File: src/rtl/multicycle_cpu_if.sv
// multicycle_cpu_if: instruction-fetch req/ack bus between the core and its instruction memory
interface multicycle_cpu_if #(
    parameter int DATA_W  = 16,
    parameter int INSTR_W = 16
);
    logic               req;
    logic [DATA_W-1:0]  addr;
    logic               ack;
    logic [INSTR_W-1:0] rdata;
    modport master (output req, addr, input ack, rdata);
    modport slave  (input req, addr, output ack, rdata);
endinterface

File: src/rtl/multicycle_cpu.sv
// multicycle_cpu: parametrised multi-cycle core with req/ack fetch and internal register file
module multicycle_cpu #(
    parameter int DATA_W  = 16,
    parameter int INSTR_W = 16,
    parameter int REG_AW  = 2
) (
    input  logic                clock,
    input  logic                reset_n,
    multicycle_cpu_if.master    imem,
    output logic [DATA_W-1:0]   pc,
    output logic [INSTR_W-1:0]  ir,
    output logic [DATA_W-1:0]   alu_out,
    output logic                wb_valid,
    output logic [REG_AW-1:0]   wb_addr,
    output logic                halted
);
    localparam int IMM_W = INSTR_W - 4 - 2 * REG_AW;
    localparam int STEP  = INSTR_W / 8;
    localparam int SH    = $clog2(STEP);
    localparam logic [2:0] IDLE = 3'd0, FETCH = 3'd1, DECODE = 3'd2, EXEC = 3'd3, WB = 3'd4, HALT = 3'd5;
    logic [2:0]        state;
    logic [DATA_W-1:0] regs [2**REG_AW];
    logic [DATA_W-1:0] a, b, imm, result;
    logic              take;
    logic [3:0]        op;
    logic [REG_AW-1:0] rs, rt, rd, dest;
    logic              writes;
    assign op     = ir[INSTR_W-1 -: 4];
    assign rs     = ir[INSTR_W-5 -: REG_AW];
    assign rt     = ir[INSTR_W-5-REG_AW -: REG_AW];
    assign rd     = ir[INSTR_W-5-2*REG_AW -: REG_AW];
    assign imm    = DATA_W'($signed(ir[IMM_W-1:0]));
    assign writes = !op[3];
    assign dest   = op == 4'd7 ? rt : rd;
    // ALU: ADDI and the branch opcodes fall through to the adder
    always_comb
        result = op == 4'd1 ? a - b :
                 op == 4'd2 ? a & b :
                 op == 4'd3 ? a | b :
                 op == 4'd4 ? ~(a | b) :
                 op == 4'd5 ? ~(a & b) :
                 op == 4'd6 ? DATA_W'($signed(a) < $signed(b)) :
                 a + b;
    assign wb_valid  = state == WB && writes && dest != '0;
    assign wb_addr   = dest;
    assign halted    = state == HALT;
    assign imem.req  = state == FETCH;
    assign imem.addr = pc;
    // FSM and datapath registers; R0 is never written so it always reads zero
    always_ff @(posedge clock or negedge reset_n)
        if (!reset_n) begin
            state   <= IDLE;
            pc      <= '0;
            ir      <= '0;
            alu_out <= '0;
            a       <= '0;
            b       <= '0;
            take    <= 1'b0;
            for (int i = 0; i < 2**REG_AW; i++) regs[i] <= '0;
        end else begin
            case (state)
                IDLE:   state <= FETCH;
                FETCH:  if (imem.ack) begin
                            ir    <= imem.rdata;
                            state <= DECODE;
                        end
                DECODE: begin
                            a     <= regs[rs];
                            b     <= op == 4'd7 ? imm : regs[rt];
                            state <= ir == '1 ? HALT : EXEC;
                        end
                EXEC:   begin
                            alu_out <= result;
                            take    <= (op == 4'd8 && a == b) || (op == 4'd9 && a != b);
                            state   <= WB;
                        end
                WB:     begin
                            if (wb_valid) regs[dest] <= alu_out;
                            pc    <= pc + DATA_W'(STEP) + (take ? imm << SH : '0);
                            state <= FETCH;
                        end
                default: ;
            endcase
        end
endmodule

File: src/flat_wrapper.sv
// flat-port wrapper written by rule: the top's interface ports become plain ports
module multicycle_cpu_flat 
#(
    parameter int DATA_W  = 16,
    parameter int INSTR_W = 16,
    parameter int REG_AW  = 2
)
  (clock, reset_n, pc, ir, alu_out, wb_valid, wb_addr, halted, imem_req, imem_addr, imem_ack, imem_rdata);
  multicycle_cpu_if #(.DATA_W(DATA_W), .INSTR_W(INSTR_W)) imem_i ();
  input  logic clock;
  input  logic reset_n;
  output logic [DATA_W-1:0] pc;
  output logic [INSTR_W-1:0] ir;
  output logic [DATA_W-1:0] alu_out;
  output logic wb_valid;
  output logic [REG_AW-1:0] wb_addr;
  output logic halted;
  output wire logic [$bits(imem_i.req)-1:0] imem_req;
  output wire logic [$bits(imem_i.addr)-1:0] imem_addr;
  input wire logic [$bits(imem_i.ack)-1:0] imem_ack;
  input wire logic [$bits(imem_i.rdata)-1:0] imem_rdata;
  assign imem_req = imem_i.req;
  assign imem_addr = imem_i.addr;
  assign imem_i.ack = imem_ack;
  assign imem_i.rdata = imem_rdata;
  multicycle_cpu #(.DATA_W(DATA_W), .INSTR_W(INSTR_W), .REG_AW(REG_AW)) u_core (.clock(clock), .reset_n(reset_n), .imem(imem_i), .pc(pc), .ir(ir), .alu_out(alu_out), .wb_valid(wb_valid), .wb_addr(wb_addr), .halted(halted));
endmodule
File: config.mk
export PLATFORM = sky130hd
export DESIGN_NAME = multicycle_cpu_flat
export DESIGN_NICKNAME = d
export VERILOG_FILES = /design/src/rtl/multicycle_cpu_if.sv /design/src/rtl/multicycle_cpu.sv /design/src/flat_wrapper.sv
export SDC_FILE = /design/constraint.sdc
export NUM_CORES = 1
export LEC_CHECK = 0
export BUFFER_PORTS_ARGS = -buffer_cell sky130_fd_sc_hd__buf_4
export CELL_PAD_IN_SITES_DETAIL_PLACEMENT = 1
export CELL_PAD_IN_SITES_GLOBAL_PLACEMENT = 2
export CORE_MARGIN = 5
export CORE_UTILIZATION = 42
export CTS_CLUSTER_SIZE = 25
export DETAILED_ROUTE_END_ITERATION = 7
export PLACE_DENSITY_LB_ADDON = 0.05
export SETUP_SLACK_MARGIN = 0.1
export SKIP_LAST_GASP = 1
export SYNTH_ARGS = -nofsm -noshare
export SYNTH_HDL_FRONTEND = slang
export SYNTH_SLANG_ARGS = --single-unit
export TNS_END_PERCENT = 100
File: constraint.sdc
create_clock -name clock -period 8.8 [get_ports clock]
set_input_delay 0.88 -clock clock [delete_from_list [all_inputs] [get_ports clock]]
set_output_delay 0.88 -clock clock [all_outputs]
set_load 0.005 [all_outputs]
==> impl_results.md <==
- CTS Hold Bufs: 0
- Largest net degree at the start of global routing: 76
- Post-route ant nets: 0
- Clk sink count: 147
- Pwr Total: 4500 uW
- Wirelength per Cell: 23.3 um
- FMAX: 253 MHz
- RSZ-0062 raised after global routing: false
- Netlist Area Pre-Place: 10,200 sq um
- CTS tree: built
- Clock Pin Slew Worst Setup and Hold Paths: 0.07 ns
- Yosys cell types: 71
- DRT iter0 DRCs: 563
- Dominant cells by area after synthesis: dfrtp_1 (36%), ha_1 (9.5%), mux4_2 (7.0%)
- Sequential share of the synthesized area: 35.9%
- Final Critical Period: 3.95 ns
- TritonRoute pass-1 iters: 5
- Die width: 166 um
- Pleak: 0.00536 uW
- Final wirelength: 32,700 um
- Placed insts: 1,374
- Power density cells: 390 nW/um^2
- Grt ovf: 0
- DIE HEIGHT: 166 um
- Total CTS buffers: 17
- Most frequent cells in the layout: dfrtp_1 (147), buf_4 (96), a21oi_1 (87)
- HP Class: flip-flop to flip-flop
- HPWL reported at the end of detailed placement: 23,600 um
- Endpoint class of the critical path: output port
- Syn. warnings: 0
- Post CTS Setup Buffer Count: 0
- Max-cap violations: 0
- Final hold violation count: 0
- H-Tree Depth: 4
- Clk_skew: 0.0170 ns
- Initial antenna violation count: 1
- First-pass GRT wire length: 51,500 um
- Number of synthesized flops with an enable pin: 0
- Worst skew pair latency: 0.43 ns
- NumNets Final: 1,169
- VDD IR max: 0.232 mV
- Antenna diode count: 0
- Final setup viols: 0
- Critical path fanouts, max: 25
- Area growth from synthesis to layout: 12.7%
- Critical path launch point type: flip-flop
- Setup tns final: 0 ns
- Initial Util: 42.4%
- Fill cells: 2,701
- Layout Cells excl Fill: 1,406
- Top-area cell type share of the netlist area: 35.9%
- Pre-CTS setup slack: 5.13 ns
- All-Layer GR Usage: 23.7%
- Setup ws final: 4.85 ns
- Syn Area/Cell: 9.73 sq um
- Cell taking the most area after synthesis: dfrtp_1
- Placer Congestion: 0.838
- Outcome: finished, final reports clean
- Worst-margin pin slew: 1.18 ns
- Clock Tree Buf Depth: 2
- Share of layout cells above drive strength 1: 21.9%
- Core ar.: 24,200 sq um
- Critical path arrival: 3.07 ns
- WS Path Type: flip-flop to output port
- Commonest non-fill, non-tap cell in the layout: dfrtp_1
- Ys async rst share: 100%
- Via density: 5.79
- Fin crit share: 44.9%
- Ports: 88
- Port buffer count: 85
- Residual DRC: 0
- Mapped Cells: 1,052
- CTS resizes: 0
- Vias in the first global route: 8,535
- Die area: 27,600 sq um
- Row count: 57
- Relative slew slack: 21.1%
- Via count: 8,137
- CTS root buf: clkbuf_16
- Most used DFF post-synth: dfrtp_1
- Synth Register Bits: 147
- Crit path required time: 7.92 ns
- Pins Over Slew Limit: 0
- Final Util: 47.7%
[registers in the layout, summed over array words and instances (netlist names)]
signal and count:
u_core.regs 64, u_core.a 16, u_core.alu_out 16, u_core.b 16
u_core.ir 16, u_core.imem.addr 15, u_core.state 3, u_core.take 1
[synthesized netlist by cell type, drive strengths merged (13+ instances only)]
cell type	instances
a21o	13
a21oi	87
buf	33
clkbuf	67
dfrtp	147
ha	78
inv	52
mux2	64
mux4	32
nand2	79
nand3	13
nor2	80
nor3	25
o21ai	62
xnor2	16
[stage by stage]
stage	cell area [sq um]	hold slack, ns
finish	11500	0.400
global route	11500	0.415
CTS	11500	0.403
detailed placement	10900	0.385
floorplan	10200	0.441
global placement	10900	0.378
[cell type report]
cell class	count	area, sq um	area share [%]
Clock buffer	17	425	3.69
Sequential cell	147	3680	31.9
Timing Repair Buffer	97	732	6.34
Multi-Input combinational cell	753	5910	51.2
Clock inverter	15	188	1.63
Tap cell	324	405	3.51
Inverter	53	199	1.72
[path summary, 6_finish.rpt]
path / start / to / slack (ns) / cells after the start
worst max-delay path: u_core.ir[14]$_DFFE_PN0P_ / wb_valid / 4.85 / 7
worst min-delay path: u_core.regs[53]$_DFFE_PN0P_ / u_core.regs[53]$_DFFE_PN0P_ / 0.40 / 0
worst max register to register: u_core.ir[14]$_DFFE_PN0P_ / u_core.regs[40]$_DFFE_PN0P_ / 5.05 / 8
worst min register to register: u_core.regs[53]$_DFFE_PN0P_ / u_core.regs[53]$_DFFE_PN0P_ / 0.40 / 0
max in group asynchronous: reset_n / u_core.regs[6]$_DFFE_PN0P_ / 6.80 / 2
min in group asynchronous: reset_n / u_core.imem.addr[14]$_DFFE_PN0N_ / 0.46 / 1
[worst max-delay path, stage by stage, from the launching register on]
cell      delay, ns
dfrtp_1        0.88
inv_2          0.27
nor2_2         0.29
nand3_1        0.11
buf_4          0.27
mux2i_4        0.25
a211oi_1       0.39
buf_4          0.18
[where the power goes]
part | switching, uW | internal (uW)
Sequential | 358 | 925
Clock | 370 | 387
Combinational | 1360 | 1090
Total | 2090 | 2400
[logic make-up after synthesis]
logic type,synth area share (%)
other cells,0.0366
buf+inv,6.50
fa+ha+maj,10.1
flops,35.9
simple gates,12.2
mux,16.2
compound gates,16.7
xor+xnor,2.31
[layer usage]
layer | part of all wire [%] | track usage (%) | routed length (um)
met5 | 0 | 0 | 0
met4 | 1.6 | 5.52 | 537
met3 | 4.6 | 4.40 | 1500
met2 | 44 | 35.5 | 14400
met1 | 50 | 35.8 | 16300
Power figures use the tool's default switching activity.
